$ cat config.mk
export PLATFORM = sky130hd
export DESIGN_NAME = demux1_2x8_buf
export DESIGN_NICKNAME = d
export VERILOG_FILES = /design/src/rtl/demux1_2x8_buf.sv
export SDC_FILE = /design/constraint.sdc
export NUM_CORES = 1
export LEC_CHECK = 0
export CAP_MARGIN = 20
export CORE_ASPECT_RATIO = 1.4
export CORE_UTILIZATION = 47
export CTS_CLUSTER_SIZE = 8
export DETAILED_ROUTE_END_ITERATION = 6
export PLACE_DENSITY = 0.86
export SYNTH_ARGS = -nofsm -noshare
export SYNTH_HDL_FRONTEND = slang
export SYNTH_HIERARCHICAL = 1
export SYNTH_SLANG_ARGS = --single-unit
$ cat constraint.sdc
create_clock -name CLK -period 1.9 [get_ports CLK]
set_input_delay 0.285 -clock CLK [delete_from_list [all_inputs] [get_ports CLK]]
set_output_delay 0.285 -clock CLK [all_outputs]
set_load 0.1 [all_outputs]
$ cat src/rtl/demux1_2x8_buf.sv
// demux1_2x8_buf: 1-to-2 demultiplexer with an independent 2-entry FIFO
// behind each output. Input words are routed by S into FIFO A or FIFO B.
// The output heads are registered, so there is no combinational path from D to Y.

// Two-slot FIFO with a registered head word and valid/ready output handshake.
module demux1_2x8_buf_fifo #(
    parameter int WIDTH = 8
) (
    input  logic             CLK,
    input  logic             RST,
    input  logic             i_push,   // already qualified: FIFO is not full
    input  logic [WIDTH-1:0] i_din,
    input  logic             i_rdy,
    output logic [WIDTH-1:0] o_y,
    output logic             o_yv,
    output logic [1:0]       o_cnt
);

    logic [WIDTH-1:0] r_mem [2];
    logic             r_rd;
    logic             r_wr;
    logic [1:0]       r_cnt;
    logic [WIDTH-1:0] r_y;

    logic             w_pop;
    logic [1:0]       w_cnt_nxt;
    logic [WIDTH-1:0] w_y_nxt;

    // Next count and next head word, derived from the push/pop pair.
    always_comb begin
        // NOTE: every always_comb output gets a default first so that no path
        // leaves it unassigned, which would infer a latch.
        w_pop     = (r_cnt != 2'd0) && i_rdy;
        w_cnt_nxt = r_cnt;
        w_y_nxt   = r_y;

        case ({i_push, w_pop})
            2'b10:   w_cnt_nxt = r_cnt + 2'd1;
            2'b01:   w_cnt_nxt = r_cnt - 2'd1;
            default: w_cnt_nxt = r_cnt;
        endcase

        if (w_pop) begin
            // Full: the other slot becomes the head. One entry plus push: the
            // incoming word becomes the head. Otherwise the FIFO empties and the
            // head holds its last value.
            if (r_cnt == 2'd2) begin
                w_y_nxt = r_mem[~r_rd];
            end else if (i_push) begin
                w_y_nxt = i_din;
            end
        end else if (i_push && (r_cnt == 2'd0)) begin
            w_y_nxt = i_din;
        end
    end

    // Register file write; contents need no reset because count gates visibility.
    always_ff @(posedge CLK) begin
        // NOTE: the storage array is deliberately not reset. Words in it are
        // never observed while the count says the slot is empty.
        if (!RST && i_push) begin
            // NOTE: sequential state always uses non-blocking assignment so
            // every flop samples the pre-edge values.
            r_mem[r_wr] <= i_din;
        end
    end

    // Pointers, occupancy and the registered head word.
    always_ff @(posedge CLK) begin
        if (RST) begin
            r_rd  <= 1'b0;
            r_wr  <= 1'b0;
            r_cnt <= 2'd0;
            r_y   <= '0;
        end else begin
            // One-bit pointers: inversion is the 1 -> 0 wrap.
            if (i_push) r_wr <= ~r_wr;
            if (w_pop)  r_rd <= ~r_rd;
            r_cnt <= w_cnt_nxt;
            r_y   <= w_y_nxt;
        end
    end

    assign o_y   = r_y;
    assign o_yv  = (r_cnt != 2'd0);
    assign o_cnt = r_cnt;

endmodule

// Top level: route select, input-ready generation and the two output FIFOs.
module demux1_2x8_buf #(
    parameter int WIDTH = 8
) (
    input  logic             CLK,
    input  logic             RST,
    input  logic [WIDTH-1:0] D,
    input  logic             S,
    input  logic             DV,
    output logic             DR,
    output logic [WIDTH-1:0] YA,
    output logic [WIDTH-1:0] YB,
    output logic             YAV,
    output logic             YBV,
    input  logic             YAR,
    input  logic             YBR,
    output logic [1:0]       CNTA,
    output logic [1:0]       CNTB
);

    logic [1:0] w_cnt_a;
    logic [1:0] w_cnt_b;
    logic       w_dr;
    logic       w_push_a;
    logic       w_push_b;

    // Ready depends only on the selected FIFO's occupancy; a pop in the same
    // cycle does not free space for a push (no pass-through).
    assign w_dr     = S ? (w_cnt_b != 2'd2) : (w_cnt_a != 2'd2);
    assign w_push_a = DV && w_dr && !S;
    assign w_push_b = DV && w_dr && S;

    demux1_2x8_buf_fifo #(.WIDTH(WIDTH)) u_fifo_a (
        .CLK    (CLK),
        .RST    (RST),
        .i_push (w_push_a),
        .i_din  (D),
        .i_rdy  (YAR),
        .o_y    (YA),
        .o_yv   (YAV),
        .o_cnt  (w_cnt_a)
    );

    demux1_2x8_buf_fifo #(.WIDTH(WIDTH)) u_fifo_b (
        .CLK    (CLK),
        .RST    (RST),
        .i_push (w_push_b),
        .i_din  (D),
        .i_rdy  (YBR),
        .o_y    (YB),
        .o_yv   (YBV),
        .o_cnt  (w_cnt_b)
    );

    assign DR   = w_dr;
    assign CNTA = w_cnt_a;
    assign CNTB = w_cnt_b;

endmodule

After elaboration in Yosys (flattened, before gate mapping)
Memory sizes are Yosys's and may differ from the RTL's.
Cells that the tools add are included.
W data, S select, Z words.

cells by class
  multiplexer cells = 15
  reductions and logical operators = 21
  add/subtract/negate cells = 4
  bitwise logic cells = 4
  equal/unequal tests = 10

operators with widths
  operator               count
  $mux W8                8
  $reduce_bool A2 Y1     6
  $logic_and A1 B1 Y1    9
  $eq A2 B2 Y1 const B   4
  $pmux W2 S2            2
  $ne A3 B2 Y1 const B   2
  $mux W1                5
  $add A2 B1 Y2 const B  2
  $eq A2 B1 Y1 const B   2
  $logic_not A2 Y1       2
  $ne A2 B2 Y1 const B   2
  $not A1 Y1             4
  $reduce_and A2 Y1      2
  $sub A2 B1 Y2 const B  2
  $logic_not A1 Y1       2

storage, ports and cells
  logic and storage cells = 64
  memories kept = 2
  bits of input ports = 14
  RAM bits = 32
  output and inout bits = 23
  bits in registers = 24

memory list
  memory          words  bits a word  read ports  clocked after memory_dff  wr ports  line  source
  u_fifo_a.r_mem  2      8            1           0                         1         19    logic [WIDTH-1:0] r_mem [2];
  u_fifo_b.r_mem  2      8            1           0                         1         19

Depth between registers and ports, before layout
Gate-level depths: netlist of the first run.

  depth after elaboration = 7
  gate-level depth with buffers = 7
  depth with buffers taken out = 7

By module
Netlist of the first run, hierarchy kept.

modules (own cells, without submodules)
  module               instances  area an instance (sq um)  seq. area each (sq um)  cells an instance
  demux1_2x8_buf_fifo  2          1144.8                    720.7                   85
  demux1_2x8_buf       1          45.0                      0.0                     7

Worst setup path before layout of the first run
No wires, ideal clock.

  kind = register to output
  start point = register u_fifo_a.r_cnt[0] (netlist: u_fifo_a/o_cnt[0])
  end point = output port DR
  data arrival time = 2672 ps
  buffers on the path = 0
  slack = -1057 ps
  cell stages (with the launch flop) = 3
  required time = 1615 ps
  cell sequence = dfxtp_1 nor3b_1 a31oi_1

on the way
  longest elaborated chain between the ends = 2

RTL lines
  element                 line  source
  from (decl)             22    logic [1:0] r_cnt;
  from (signal assigned)  79    r_cnt <= w_cnt_nxt;
  $ne A2 B2 Y1            118   assign w_dr = S ? (w_cnt_b != 2'd2) : (w_cnt_a != 2'd2);
  $mux W1                 118
  to (decl)               99    output logic DR,

Every way passes these cells.

Worst setup path after layout of the first run
  start point = input port S
  end point = output port DR

on the way
  longest elaborated chain between the ends = 1

RTL lines
  element      line  source
  from (decl)  97    input logic S,
  $mux W1      118

Every way passes these cells.

==> impl_metrics.tcl, run 1 <==
set metrics [dict create \
    switchingPower_uw 1900 \
    reg2reg_setup_slack_ns 0.24 \
    coreArea_um2 4800 \
    synth_compound_area_frac 0.133 \
    port_buffers 36 \
    max_stage_delay_ns 0.54 \
    min_period_ns 1.72 \
    fin_skew_ns 0.0120 \
    whs_path_depth 1 \
    cpLargestDelayFamily "buffers and inverters" \
    grt_antenna_before_repair 0 \
    startpoint_type "input pin" \
    rows 30 \
    initial_core_util 0.486 \
    grt.total_usage 0.189 \
    p_int_uw 2360 \
    root_buffer "clkbuf_8" \
    crit_arrival_ns 1.43 \
    drv_cap 0 \
    finalHoldViolCount 0 \
    ctsHtreeMaxLevel 2 \
    vias 1559 \
    cts_tree "yes" \
    slew_violations 0 \
    slowest_stage "clkdlybuf4s50_1" \
    syn_inst 177 \
    routabilityCongestion 0.792 \
    postLayoutCoreUtil 0.621 \
    wl_mm 4.40 \
    layout-drive-gt1-share 0.276 \
    clockBufferDepth 2 \
    syn-num-nets 193 \
    synth_top_family_by_area "compound AO/OA/AOI/OAI gates" \
    yosys_warnings 6 \
    first_pass_iters 4 \
    die_width_um 61.6 \
    stdcell_count 296 \
    hold_class "reg2reg" \
    p_leak_uw 0.00108 \
    synthAdderAreaFrac 0.0107 \
    syn_area_um2 2330 \
    gr-total-overflow 0 \
    clk_pin_slew_ns 0.10 \
    io_pins 37 \
    dr.first_iter.drc_count 75 \
    synthSimpleGateAreaFrac 0.114 \
    place_inst 288 \
    synth.ff_latch_count 56 \
    status "finished clean" \
    synth_flop_cell "edfxtp_1" \
    crit_cells 5 \
    finalSetupViolations 0 \
    clockPowerShare 0.151 \
    crit_chain "clkdlybuf4s50_1 > buf_4 > nor3b_1 > a31oi_2 > buf_12" \
    powerDensity_nw_per_um2 1430 \
    grt_pass1_wl_mm 7.09 \
    crit_required_ns 1.62 \
    reg2reg_depth 6 \
    post_cts_buffers 0 \
    rsz0062_at_grt "false" \
    peakVddDrop_uv 1160 \
    cp-end-kind "output pin" \
    wl_per_cell_um 14.9 \
    area_growth_pct 27.7 \
    synth-seq-area-share 0.617 \
    ant_nets 0 \
    antennaDiodeCount 0 \
    postSynth.asyncResetShare 0 \
    max_freq_ghz 0.582 \
    cts_sinks 56 \
    vias_per_cell 5.27 \
    numCtsBuffers 5 \
    die_height_um 85.4 \
    synth.avg_cell_area_um2 13.2 \
    synth_edf_count 32 \
    ctsHoldBuffers 0 \
    dieArea_um2 5260 \
    clk_latency_ns 0.31 \
    grt_pass1_vias 1513 \
    cts-resized-gates 0 \
    timing.final.crit_share 0.905 \
    drcViolationCount 0 \
    path_max_fanout 3 \
    tightest_slew_ns 0.582 \
    dp_hpwl_mm 3.09 \
    worstSetupPathType "in2out" \
    pwr-share-comb 0.455 \
    synthXorXnorAreaFrac 0.0300 \
    nets 247 \
    muxShareOfSynthArea 0.0686 \
    seqPwrFrac 0.393 \
    p_sw_frac 0.446 \
    yosysUniqueCellTypes 32 \
    critPathBufInv 3 \
    maxSlewHeadroom 0.611 \
    grt_max_degree 19 \
]
cells in the final DEF, fill, tap and decap left out, drive strengths merged:
cell	Yosys	routed
nor2	24	24
mux2i	16	16
dfxtp	24	24
clkinvlp	0	1
xor2	2	2
buf	6	40
o21bai	2	2
inv	5	6
ha	2	2
a211oi	2	2
xnor2	6	6
clkbuf	0	5
or2	2	2
and3b	2	2
nor3	2	2
clkinv	0	1
nor3b	4	4
clkdlybuf4s50	0	13
a31oi	1	1
edfxtp	32	32
o21ai	2	2
or3	2	2
nand2b	2	2
o31a	2	2
or2b	2	2
a221o	14	14
a21boi	2	2
o21a	2	2
and3	2	2
nand4bb	2	2
a21oi	9	9
nor2b	1	1
nand2	3	3
cell type report:
type | count | area [um^2]
clock buffer | 5 | 68.8
clock inverter | 3 | 21.3
fill | 400 | 1820
inverter | 5 | 18.8
multi-input combinational | 110 | 858
sequential | 56 | 1450
tap | 64 | 80.1
timing repair buffer | 53 | 480
metal layers:
| metal | track usage | vias up | wire (um) |
|---|---|---|---|
| li1 | - | 771 | - |
| met1 | 0.243 | 733 | 1920 |
| met2 | 0.294 | 48 | 2150 |
| met3 | 0.0412 | 7 | 206 |
| met4 | 0.0949 | 0 | 117 |
| met5 | 0 | - | 0 |
Yosys cell counts, types with 3 or more instances:
library cell,number,share of area
nor2_1,24,0.039
dfxtp_1,24,0.21
xnor2_1,6,0.023
a21oi_1,7,0.015
nor3b_1,3,0.0096
edfxtp_1,32,0.41
buf_2,4,0.0086
mux2i_1,16,0.069
nand2_1,3,0.0048
inv_1,5,0.0080
a221o_1,14,0.060
power by group through the flow:
stage | registers, uW | clock network (uW) | logic [uW]
6_report | 1680 | 645 | 1940
5_1_grt | 1710 | 709 | 2030
4_1_cts | 1680 | 659 | 1950
3_5_place_dp | 1710 | 0 | 1940
3_3_place_gp | 1700 | 0 | 1920
2_1_floorplan | 2290 | 0 | 851
registers in the layout, summed over array words and instances, names as in the netlist:
signal,cells
u_fifo_b/r_rd,1
u_fifo_a/r_wr,1
u_fifo_b/o_y,8
u_fifo_b/r_wr,1
u_fifo_a/r_rd,1
u_fifo_a/o_cnt,2
u_fifo_b/r_mem,16
u_fifo_a/r_mem,16
u_fifo_b/o_cnt,2
u_fifo_a/o_y,8
worst paths after layout:
check	startpoint	end
min	u_fifo_a/o_y[2]	u_fifo_a/o_y[2]
max	S	DR
min reg2reg	u_fifo_a/o_y[2]	u_fifo_a/o_y[2]
max reg2reg	u_fifo_a/o_cnt[1]	u_fifo_a/o_cnt[1]
stage by stage:
step | setup WS [ns] | power [uW] | hold slack [ns] | cell area (um^2) | TNS [ns]
2_1_floorplan | -0.00766 | 3150 | 0.344 | 2370 | -0.00766
3_5_place_dp | -0.0924 | 3650 | 0.476 | 2890 | -0.164
6_report | 0.181 | 4260 | 0.496 | 2980 | 0
4_1_cts | 0.172 | 4290 | 0.501 | 2980 | 0
5_1_grt | 0.107 | 4450 | 0.516 | 2980 | 0
3_3_place_gp | -0.0304 | 3620 | 0.470 | 2890 | -0.0304
cell families after synthesis:
logic type	Yosys count
adders and majority gates	2
AOI/OAI and AO/OA	36
DFF	56
muxes	16
and+or+nand+nor	48
buffers and inverters	11
xor gates and xnor gates	8
Power figures use the tool's default switching activity.
==> inputs of run 2 (changes only) <==
- CTS_CLUSTER_DIAMETER: not set -> 100
==> results of run 2 <==
Final layout, timing and power as in run 1 (identical DEF).
==> inputs of run 3 (changes only) <==
- CORE_ASPECT_RATIO: 1.4 -> not set
- CTS_CLUSTER_SIZE: 8 -> 24
==> run 3 against run 2 <==
Clock power up 3.1%. Highest routed layer unchanged. Clock skew is 0.0045 ns lower. Sequential share of layout area shrank 0.28 points. Largest cell class unchanged. Die area hardly changed. Critical endpoint unchanged. Flip-flop and latch count stayed put. Hold slack worse by 0.0024 ns. Fmax increased by 0.26%.
==> impl_metrics.tcl, run 3 (synthesized netlist as in run 1, its figures left out) <==
set metrics [dict create \
    antennaDiodeCount 0 \
    ant_nets 0 \
    layout_common_cells "37 x buf_4, 32 x edfxtp_1, 24 x nor2_1, 20 x dfxtp_1, 16 x mux2i_1" \
    cp-end-kind "output pin" \
    io_pins 37 \
    critPathBufInv 3 \
    grt.total_usage 0.180 \
    rows 25 \
    grt_pass1_wl_mm 6.89 \
    crit_arrival_ns 1.43 \
    total_power_uw 4290 \
    path_max_fanout 3 \
    crit_chain "clkdlybuf4s50_1 > buf_4 > nor3b_1 > a31oi_2 > buf_12" \
    worst_r2r_startpoint "u_fifo_a/o_cnt[1]" \
    wl_per_cell_um 14.3 \
    root_buffer "clkbuf_8" \
    routabilityCongestion 0.731 \
    grt_pass1_vias 1512 \
    fin_skew_ns 0.00752 \
    clockBufferDepth 2 \
    hold_class "reg2reg" \
    grt_antenna_before_repair 0 \
    dieArea_um2 5250 \
    hp-start "u_fifo_b/o_y[6]" \
    rsz0062_at_grt "false" \
    vias 1584 \
    startpoint "S" \
    grt_max_degree 20 \
    finalSetupViolations 0 \
    dp_hpwl_mm 3.09 \
    fin_area_um2 3000 \
    die_width_um 72.5 \
    min_period_ns 1.71 \
    startpoint_type "input pin" \
    drcViolationCount 0 \
    maxSlewHeadroom 0.615 \
    post_cts_buffers 0 \
    tightest_slew_ns 0.576 \
    final_common_cell "buf_4" \
    numCtsBuffers 5 \
    dr.first_iter.drc_count 50 \
    cts_tree "yes" \
    die_height_um 72.5 \
    first_pass_iters 4 \
    nets 248 \
    clk_pin_slew_ns 0.10 \
    layout-drive-gt1-share 0.279 \
    fill_cells 370 \
    peakVddDrop_uv 1160 \
    wl_mm 4.29 \
    crit_required_ns 1.62 \
    area_growth_pct 28.5 \
    timing.final.crit_share 0.902 \
    cts-resized-gates 0 \
    vias_per_cell 5.28 \
    cpLargestDelayFamily "buffers and inverters" \
    worstSetupPathType "in2out" \
    placed_area_um2 2900 \
    gr-total-overflow 0 \
    finalHoldViolCount 0 \
    status "finished clean" \
    max_stage_delay_ns 0.54 \
    reg_top3 "u_fifo_a/r_mem: 16 flops, u_fifo_b/r_mem: 16 flops" \
    drv_cap 0 \
    slowest_stage "clkdlybuf4s50_1" \
    postLayoutCoreUtil 0.631 \
    powerDensity_nw_per_um2 1430 \
    p_leak_uw 0.00109 \
    ctsHtreeMaxLevel 2 \
    coreArea_um2 4750 \
    initial_core_util 0.491 \
    cts_sinks 56 \
    clk_latency_ns 0.32 \
    port_buffers 36 \
    ctsHoldBuffers 0 \
    slew_violations 0 \
    max_freq_ghz 0.583 \
]
==> run 3: changes by cell type in the layout (fill, tap and decap cells not counted) <==
cell,previous run,this run
clkinv_2,1,0
buf_4,36,37
clkinv_4,0,1
inv_8,0,1
inv_6,1,0
==> run 3: final timing paths <==
kind	to	slack (ns)	cells after the start
worst max-delay path	DR	0.19	5
worst min-delay path	u_fifo_b/o_y[6]	0.49	1
worst max register to register	u_fifo_a/o_cnt[1]	0.20	6
worst min register to register	u_fifo_b/o_y[6]	0.49	1
==> run 3: cell type report <==
| type | count | area [um^2] | share of cell area |
|---|---|---|---|
| flip-flops and latches | 56 | 1450 | 0.485 |
| clock inverters | 3 | 27.5 | 0.00918 |
| repair buffers | 54 | 488 | 0.163 |
| well taps | 67 | 83.8 | 0.0280 |
| inverters | 5 | 18.8 | 0.00626 |
| multi-input cells | 110 | 858 | 0.286 |
| clock buffers | 5 | 68.8 | 0.0229 |
==> run 3: through the flow <==
stage	TNS (ns)	std cells	setup slack, ns	hold slack (ns)
finish	0	300	0.186	0.494
global route	0	300	0.131	0.516
CTS	0	300	0.183	0.498
detailed placement	-0.0747	292	-0.0519	0.475
global placement	-0.0247	292	-0.0247	0.470
floorplan	-0.00766	177	-0.00766	0.344
==> run 3: worst reg2reg max path, delay by kind of cell (launching register included) <==
kind,cells,cell delay (ns)
flops,1,0.39
simple gates,3,0.70
compound gates,1,0.17
buf+inv,1,0.06
fa+ha+maj,1,0.30
==> run 3: where the power goes <==
group          switching [uW]  internal, uW
clock network             394           271
logic                    1290           653
registers                 228          1450
total                    1920          2370
==> run 3: routing by layer <==
| layer | vias up | global-route usage | wire length, um |
|---|---|---|---|
| li1 | 768 | - | - |
| met1 | 761 | 0.203 | 1890 |
| met2 | 47 | 0.309 | 2100 |
| met3 | 8 | 0.0556 | 209 |
| met4 | 0 | 0.0871 | 89 |
| met5 | - | 0 | 0 |
==> patch 1 (settings of run 1) <==
`r_y` no longer has a reset.
--- a/src/rtl/demux1_2x8_buf.sv
+++ b/src/rtl/demux1_2x8_buf.sv
@@ -71,14 +71,16 @@
             r_rd  <= 1'b0;
             r_wr  <= 1'b0;
             r_cnt <= 2'd0;
-            r_y   <= '0;
         end else begin
             // One-bit pointers: inversion is the 1 -> 0 wrap.
             if (i_push) r_wr <= ~r_wr;
             if (w_pop)  r_rd <= ~r_rd;
             r_cnt <= w_cnt_nxt;
-            r_y   <= w_y_nxt;
         end
+    end
+
+    always_ff @(posedge CLK) begin
+        r_y <= w_y_nxt;
     end
 
     assign o_y   = r_y;
Check against the original RTL: not equivalent (a bounded check fails within 4 cycles, from zero or initial values and one cycle with RST high).
==> patch 1 against run 1 <==
Design area is 2.0% lower; total power decreased by 0.33%; fmax down 1.9%; wire length fell by 8.0%; via count shrank 11%; clock skew shrank 0.0021 ns; synthesized cell count is 12% lower; worst setup slack worse by 0.033 ns; register-to-register slack got worse by 0.06 ns; sequential cell count stayed put; area after synthesis down 5.3%; critical path depth rose by 1; critical path type unchanged; largest cell class unchanged; largest power group unchanged.
==> patch 1: results <==
run_status:
  status: "completed"
hold_path:
  hold_class: "flip-flop to flip-flop"
  hold_path.startpoint: "u_fifo_a/o_cnt[1]$_SDFFE_PP0P_"
global_route:
  global_route_wire_length_before_repair_um: 6560
  grt_antenna_before_repair: 0
  grt_max_degree: 17
  overall_routing_resource_usage: 0.183
routing:
  via_count: 1388
  wl_per_cell_um: 14.8
  drtPass1Iterations: 4
  post_drt_via_cell_ratio: 5.07
  dr.first_iter.drc_count: 59
synthesis:
  ys_seq_area_frac: 0.724
  most_used_standard_cells_in_the_synthesized_netlist: "48 x edfxtp_1, 20 x o21ai_0, 19 x nand2_1, 16 x mux2i_1"
  synthArstFlopShare: 0
  synth_edf_count: 48
  yosysUniqueCellTypes: 20
  yosysWarnings: 6
  synth_cells: 155
  synth.top_cells.by_area: "edfxtp_1 65%, dfxtp_1 7.2%, mux2i_1 7.2%, o21ai_0 4.5%, nand2_1 3.2%"
  syn-num-nets: 171
sta:
  worst_slew_margin_rel: 0.631
  worst_clock_skew_ns: 0.00990
critical_path:
  critPathTopFamily: "buffers and inverters"
  reg2reg_from: "u_fifo_b/o_cnt[0]$_SDFFE_PP0P_"
  slowest_stage_cell_crit_path: "clkdlybuf4s50_1"
  cp_data_arrival_time_ns: 1.47
  max_stage_delay_ns: 0.43
  critical_path.max_fanout: 2
  startpoint: "S"
final_layout:
  num_antenna_cells: 0
  final_layout_net_count: 227
  layout_top_registers: "u_fifo_a/r_mem: 16 flops, u_fifo_b/r_mem: 16 flops"
  fill_cell_total_of_the_finished_layout: 339
  share_of_cells_above_drive_strength_1: 0.269
clock_network:
  cts-buffers-inserted: 5
  clk_latency_ns: 0.31
  buffer_type_at_the_clock_tree_root: "clkbuf_8"
  clock_path_buffers: 2
  cts.repair_timing.setup_buffer_count: 0
  path_clk_slew_ns: 0.08
  cts_resized: 0
  htree_num_levels: 2
place:
  dpl_cell_area_mm2: 0.00281
  port_buffers: 36
  half_perimeter_wire_length_after_detailed_placement_um: 2790
  dp_cells: 266
  gp_congestion: 0.694
power_and_ir_drop:
  total_leakage_power_nw: 1.07
  netSwitchingPower_mw: 1.77
  irDropWorstVdd_mv: 1.04
  power.density_mw_per_mm2: 1450
==> patch 1: cell count changes in the layout (fill, tap and decap cells not counted), moves of 4 or more <==
cell | run 1 | this run
o21ai_0 | 2 | 20
dfxtp_1 | 20 | 4
edfxtp_1 | 32 | 48
nand2_1 | 3 | 19
nor2_1 | 24 | 8
a221o_1 | 14 | 0
nor3b_2 | 0 | 4
==> patch 1: worst min-delay path, stage by stage, from the launching register on <==
cell and delay (ns):
dfxtp_4 0.37, o21ai_0 0.09, a21oi_1 0.07
==> patch 1: worst paths after layout <==
check        slack [ns]                             end  cells past startpoint
min reg2reg        0.56  u_fifo_a/o_cnt[1]$_SDFFE_PP0P_                      2
min                0.56  u_fifo_a/o_cnt[1]$_SDFFE_PP0P_                      2
max                0.15                              DR                      6
max reg2reg        0.18  u_fifo_b/o_cnt[1]$_SDFFE_PP0P_                      6
==> patch 1: layer usage <==
layer / wire length (µm) / vias to the layer above / global-route usage
li1: - / 673 / -
met1: 1610 / 658 / 0.210
met2: 2140 / 45 / 0.303
met3: 154 / 12 / 0.0389
met4: 136 / 0 / 0.108
met5: 0 / - / 0
==> patch 1: kinds of logic after synthesis <==
logic type,Yosys count,synth area share
buffers and inverters,9,0.0175
xor gates and xnor gates,8,0.0317
AOI/OAI and AO/OA,26,0.0617
and+or+nand+nor,38,0.0814
adders and majority gates,2,0.0113
muxes,16,0.0724
DFF,56,0.724
==> patch 1: power by group through the flow <==
stage	Clock (mW)	Sequential [mW]	Combinational [mW]
floorplan	0	2.33	0.674
global placement	0	1.71	1.78
detailed placement	0	1.72	1.81
CTS	0.763	1.70	1.81
global route	0.805	1.72	1.89
finish	0.745	1.69	1.81
==> patch 1: through the flow <==
step	total power [mW]	setup slack, ns
floorplan	3.00	0.00473
global placement	3.49	-0.0589
detailed placement	3.53	-0.133
CTS	4.27	0.0110
global route	4.41	0.0780
finish	4.25	0.149
==> patch 1: area by class of cell <==
class / count / share of cell area
Sequential cell: 56 / 0.552
Multi-Input combinational cell: 90 / 0.209
Timing Repair Buffer: 53 / 0.169
Tap cell: 62 / 0.0266
Clock buffer: 5 / 0.0236
Clock inverter: 3 / 0.0128
Inverter: 5 / 0.00642
==> patch 2 (flow settings as in run 1) <==
Made on the original files. `WIDTH` is set to 8 in 2 places; all go to 10.
--- a/src/rtl/demux1_2x8_buf.sv
+++ b/src/rtl/demux1_2x8_buf.sv
@@ -4,7 +4,7 @@
 
 // Two-slot FIFO with a registered head word and valid/ready output handshake.
 module demux1_2x8_buf_fifo #(
-    parameter int WIDTH = 8
+    parameter int WIDTH = 10
 ) (
     input  logic             CLK,
     input  logic             RST,
@@ -89,7 +89,7 @@
 
 // Top level: route select, input-ready generation and the two output FIFOs.
 module demux1_2x8_buf #(
-    parameter int WIDTH = 8
+    parameter int WIDTH = 10
 ) (
     input  logic             CLK,
     input  logic             RST,
Ports: changed (resized D, YA and YB); port bits go from 37 to 43. The function was not compared with the original's and may differ.
==> patch 2 against run 1 <==
Area after synthesis rose by 19%; sequential share of layout area barely moved; design area rose by 22%; synthesized cell count rose by 16%; worst setup slack got worse by 0.041 ns; sequential cell count rose by 12; wire length rose by 31%; total power rose by 26%; non-clock buffer count rose by 10; critical path type is now flip-flop to primary output; largest cell class unchanged; largest power group unchanged.
==> patch 2: results <==
run_status:
  status: "completed"
hold_path:
  whs_path_depth: 1
  hold_class: "flip-flop to flip-flop"
  hold_path.startpoint: "u_fifo_b/o_y[7]$_SDFFE_PP0P_"
  min_to: "u_fifo_b/o_y[7]$_SDFFE_PP0P_"
routing:
  wl_per_cell_um: 16.8
  detailed_route_drc_error_count: 0
  via_count: 1902
  dr.first_iter.drc_count: 120
  drtPass1Iterations: 4
critical_path:
  critical_path.max_fanout: 12
  max_stage_delay_ns: 0.38
  reg2reg_slack_ns: 0.20
  critPathTopFamily: "simple AND/OR/NAND/NOR gates"
  reg2reg_from: "u_fifo_b/o_cnt[0]$_SDFFE_PP0P_"
  worst_r2r_endpoint: "u_fifo_b/o_cnt[1]$_SDFFE_PP0P_"
  cp_data_arrival_time_ns: 1.47
  slowest_stage_cell_crit_path: "nor3b_1"
  rr_worst_depth: 6
global_route:
  overall_routing_resource_usage: 0.206
  met2_usage: 0.339
  global_route.peak_usage_layer: "met2"
  grt_util_met3: 0.0378
  grt_max_degree: 13
  grt_antenna_before_repair: 0
  globalRouteMet1Util: 0.249
  global_route_wire_length_before_repair_um: 9160
synthesis:
  most_used_standard_cells_in_the_synthesized_netlist: "40 x edfxtp_1, 28 x dfxtp_1, 28 x nor2_1, 20 x mux2i_1, 18 x a221o_1"
  ys_seq_area_frac: 0.634
  yosysWarnings: 6
  synthArstFlopShare: 0
  yosysUniqueCellTypes: 33
  synth_edf_count: 40
  syn-num-nets: 223
  synth.top_cells.by_area: "edfxtp_1 43%, dfxtp_1 20%, mux2i_1 7.2%, a221o_1 6.5%, nor2_1 3.8%"
power_and_ir_drop:
  total_leakage_power_nw: 1.34
  irDropWorstVdd_mv: 1.08
final_layout:
  fill_cell_total_of_the_finished_layout: 423
  layout_top_registers: "u_fifo_a/r_mem: 20 flops, u_fifo_b/r_mem: 20 flops"
  num_antenna_cells: 0
  final_layout_net_count: 287
  share_of_cells_above_drive_strength_1: 0.299
place:
  gp_congestion: 0.752
  port_buffers: 42
  preCtsSetupSlack_ns: -0.154
  half_perimeter_wire_length_after_detailed_placement_um: 3880
clock_network:
  htree_num_levels: 3
  cts_resized: 0
  path_clk_slew_ns: 0.08
  clock_path_buffers: 2
  buffer_type_at_the_clock_tree_root: "clkbuf_8"
  cts.repair_timing.setup_buffer_count: 0
  cts-buffers-inserted: 9
  clk_latency_ns: 0.33
sta:
  worst_slew_margin_rel: 0.671
  worst_clock_skew_ns: 0.00828
[patch 2: cell count changes after synthesis, moves of 4 or more]
cell	before	now
a221o_1	14	18
dfxtp_1	24	28
edfxtp_1	32	40
nor2_1	24	28
mux2i_1	16	20
[patch 2: logic make-up (layout without fill, tap and decap cells)]
family          after synthesis  in the layout  share of synthesized area
flops                        68             68                      0.634
compound gates               40             40                      0.132
buf+inv                      15             84                     0.0284
xor+xnor                      8              8                     0.0252
mux                          20             20                     0.0720
simple gates                 52             52                     0.0999
fa+ha+maj                     2              2                    0.00900
[patch 2: worst max path at each step]
| stage | start | endpoint | slack (ns) |
|---|---|---|---|
| after detailed placement | S | u_fifo_b/o_cnt[1]$_SDFFE_PP0P_ | -0.15 |
| after global routing | u_fifo_a/o_cnt[0]$_SDFFE_PP0P_ | DR | 0.06 |
| final | u_fifo_a/o_cnt[0]$_SDFFE_PP0P_ | DR | 0.14 |
| after CTS | u_fifo_a/o_cnt[0]$_SDFFE_PP0P_ | DR | 0.1 |
| after floorplan | u_fifo_b/o_cnt[0]$_SDFFE_PP0P_ | u_fifo_b/o_cnt[1]$_SDFFE_PP0P_ | 0.01 |
| after global placement | S | u_fifo_b/o_cnt[1]$_SDFFE_PP0P_ | -0.08 |
[patch 2: routing by layer]
layer  vias up  share of wire
li1        901              -
met1       936           0.41
met4         0         0.0096
met5         -              0
met3         6          0.051
met2        59           0.53
[patch 2: final cells by class]
class / count / area (µm²) / share of cell area
Clock buffer: 9 / 124 / 0.0340
Clock inverter: 7 / 67.6 / 0.0186
Inverter: 5 / 18.8 / 0.00515
Multi-Input combinational cell: 122 / 985 / 0.270
Sequential cell: 68 / 1780 / 0.488
Tap cell: 68 / 85.1 / 0.0234
Timing Repair Buffer: 63 / 586 / 0.161
[patch 2: through the flow]
stage / hold WS, ns / TNS [ns] / instances / cell area, µm² / power [mW]
finish: 0.490 / 0 / 342 / 3640 / 5.36
global route: 0.514 / 0 / 342 / 3640 / 5.57
global placement: 0.469 / -0.496 / 326 / 3450 / 4.21
floorplan: 0.384 / 0 / 205 / 2840 / 3.66
detailed placement: 0.473 / -2.41 / 326 / 3450 / 4.25
CTS: 0.494 / 0 / 342 / 3640 / 5.40
[patch 2: worst reg2reg max path, stage by stage, from the launching register on]
cell and delay (ns):
dfxtp_4 0.42, inv_1 0.10, a21oi_1 0.22, inv_1 0.07, ha_1 0.31, or3_1 0.34, a21oi_1 0.16
[patch 2: power breakdown]
| group | switching, mW | internal (mW) | total [mW] |
|---|---|---|---|
| clock | 0.532 | 0.601 | 1.13 |
| sequential | 0.169 | 1.75 | 1.92 |
| combinational | 1.58 | 0.725 | 2.31 |
| total | 2.28 | 3.08 | 5.36 |
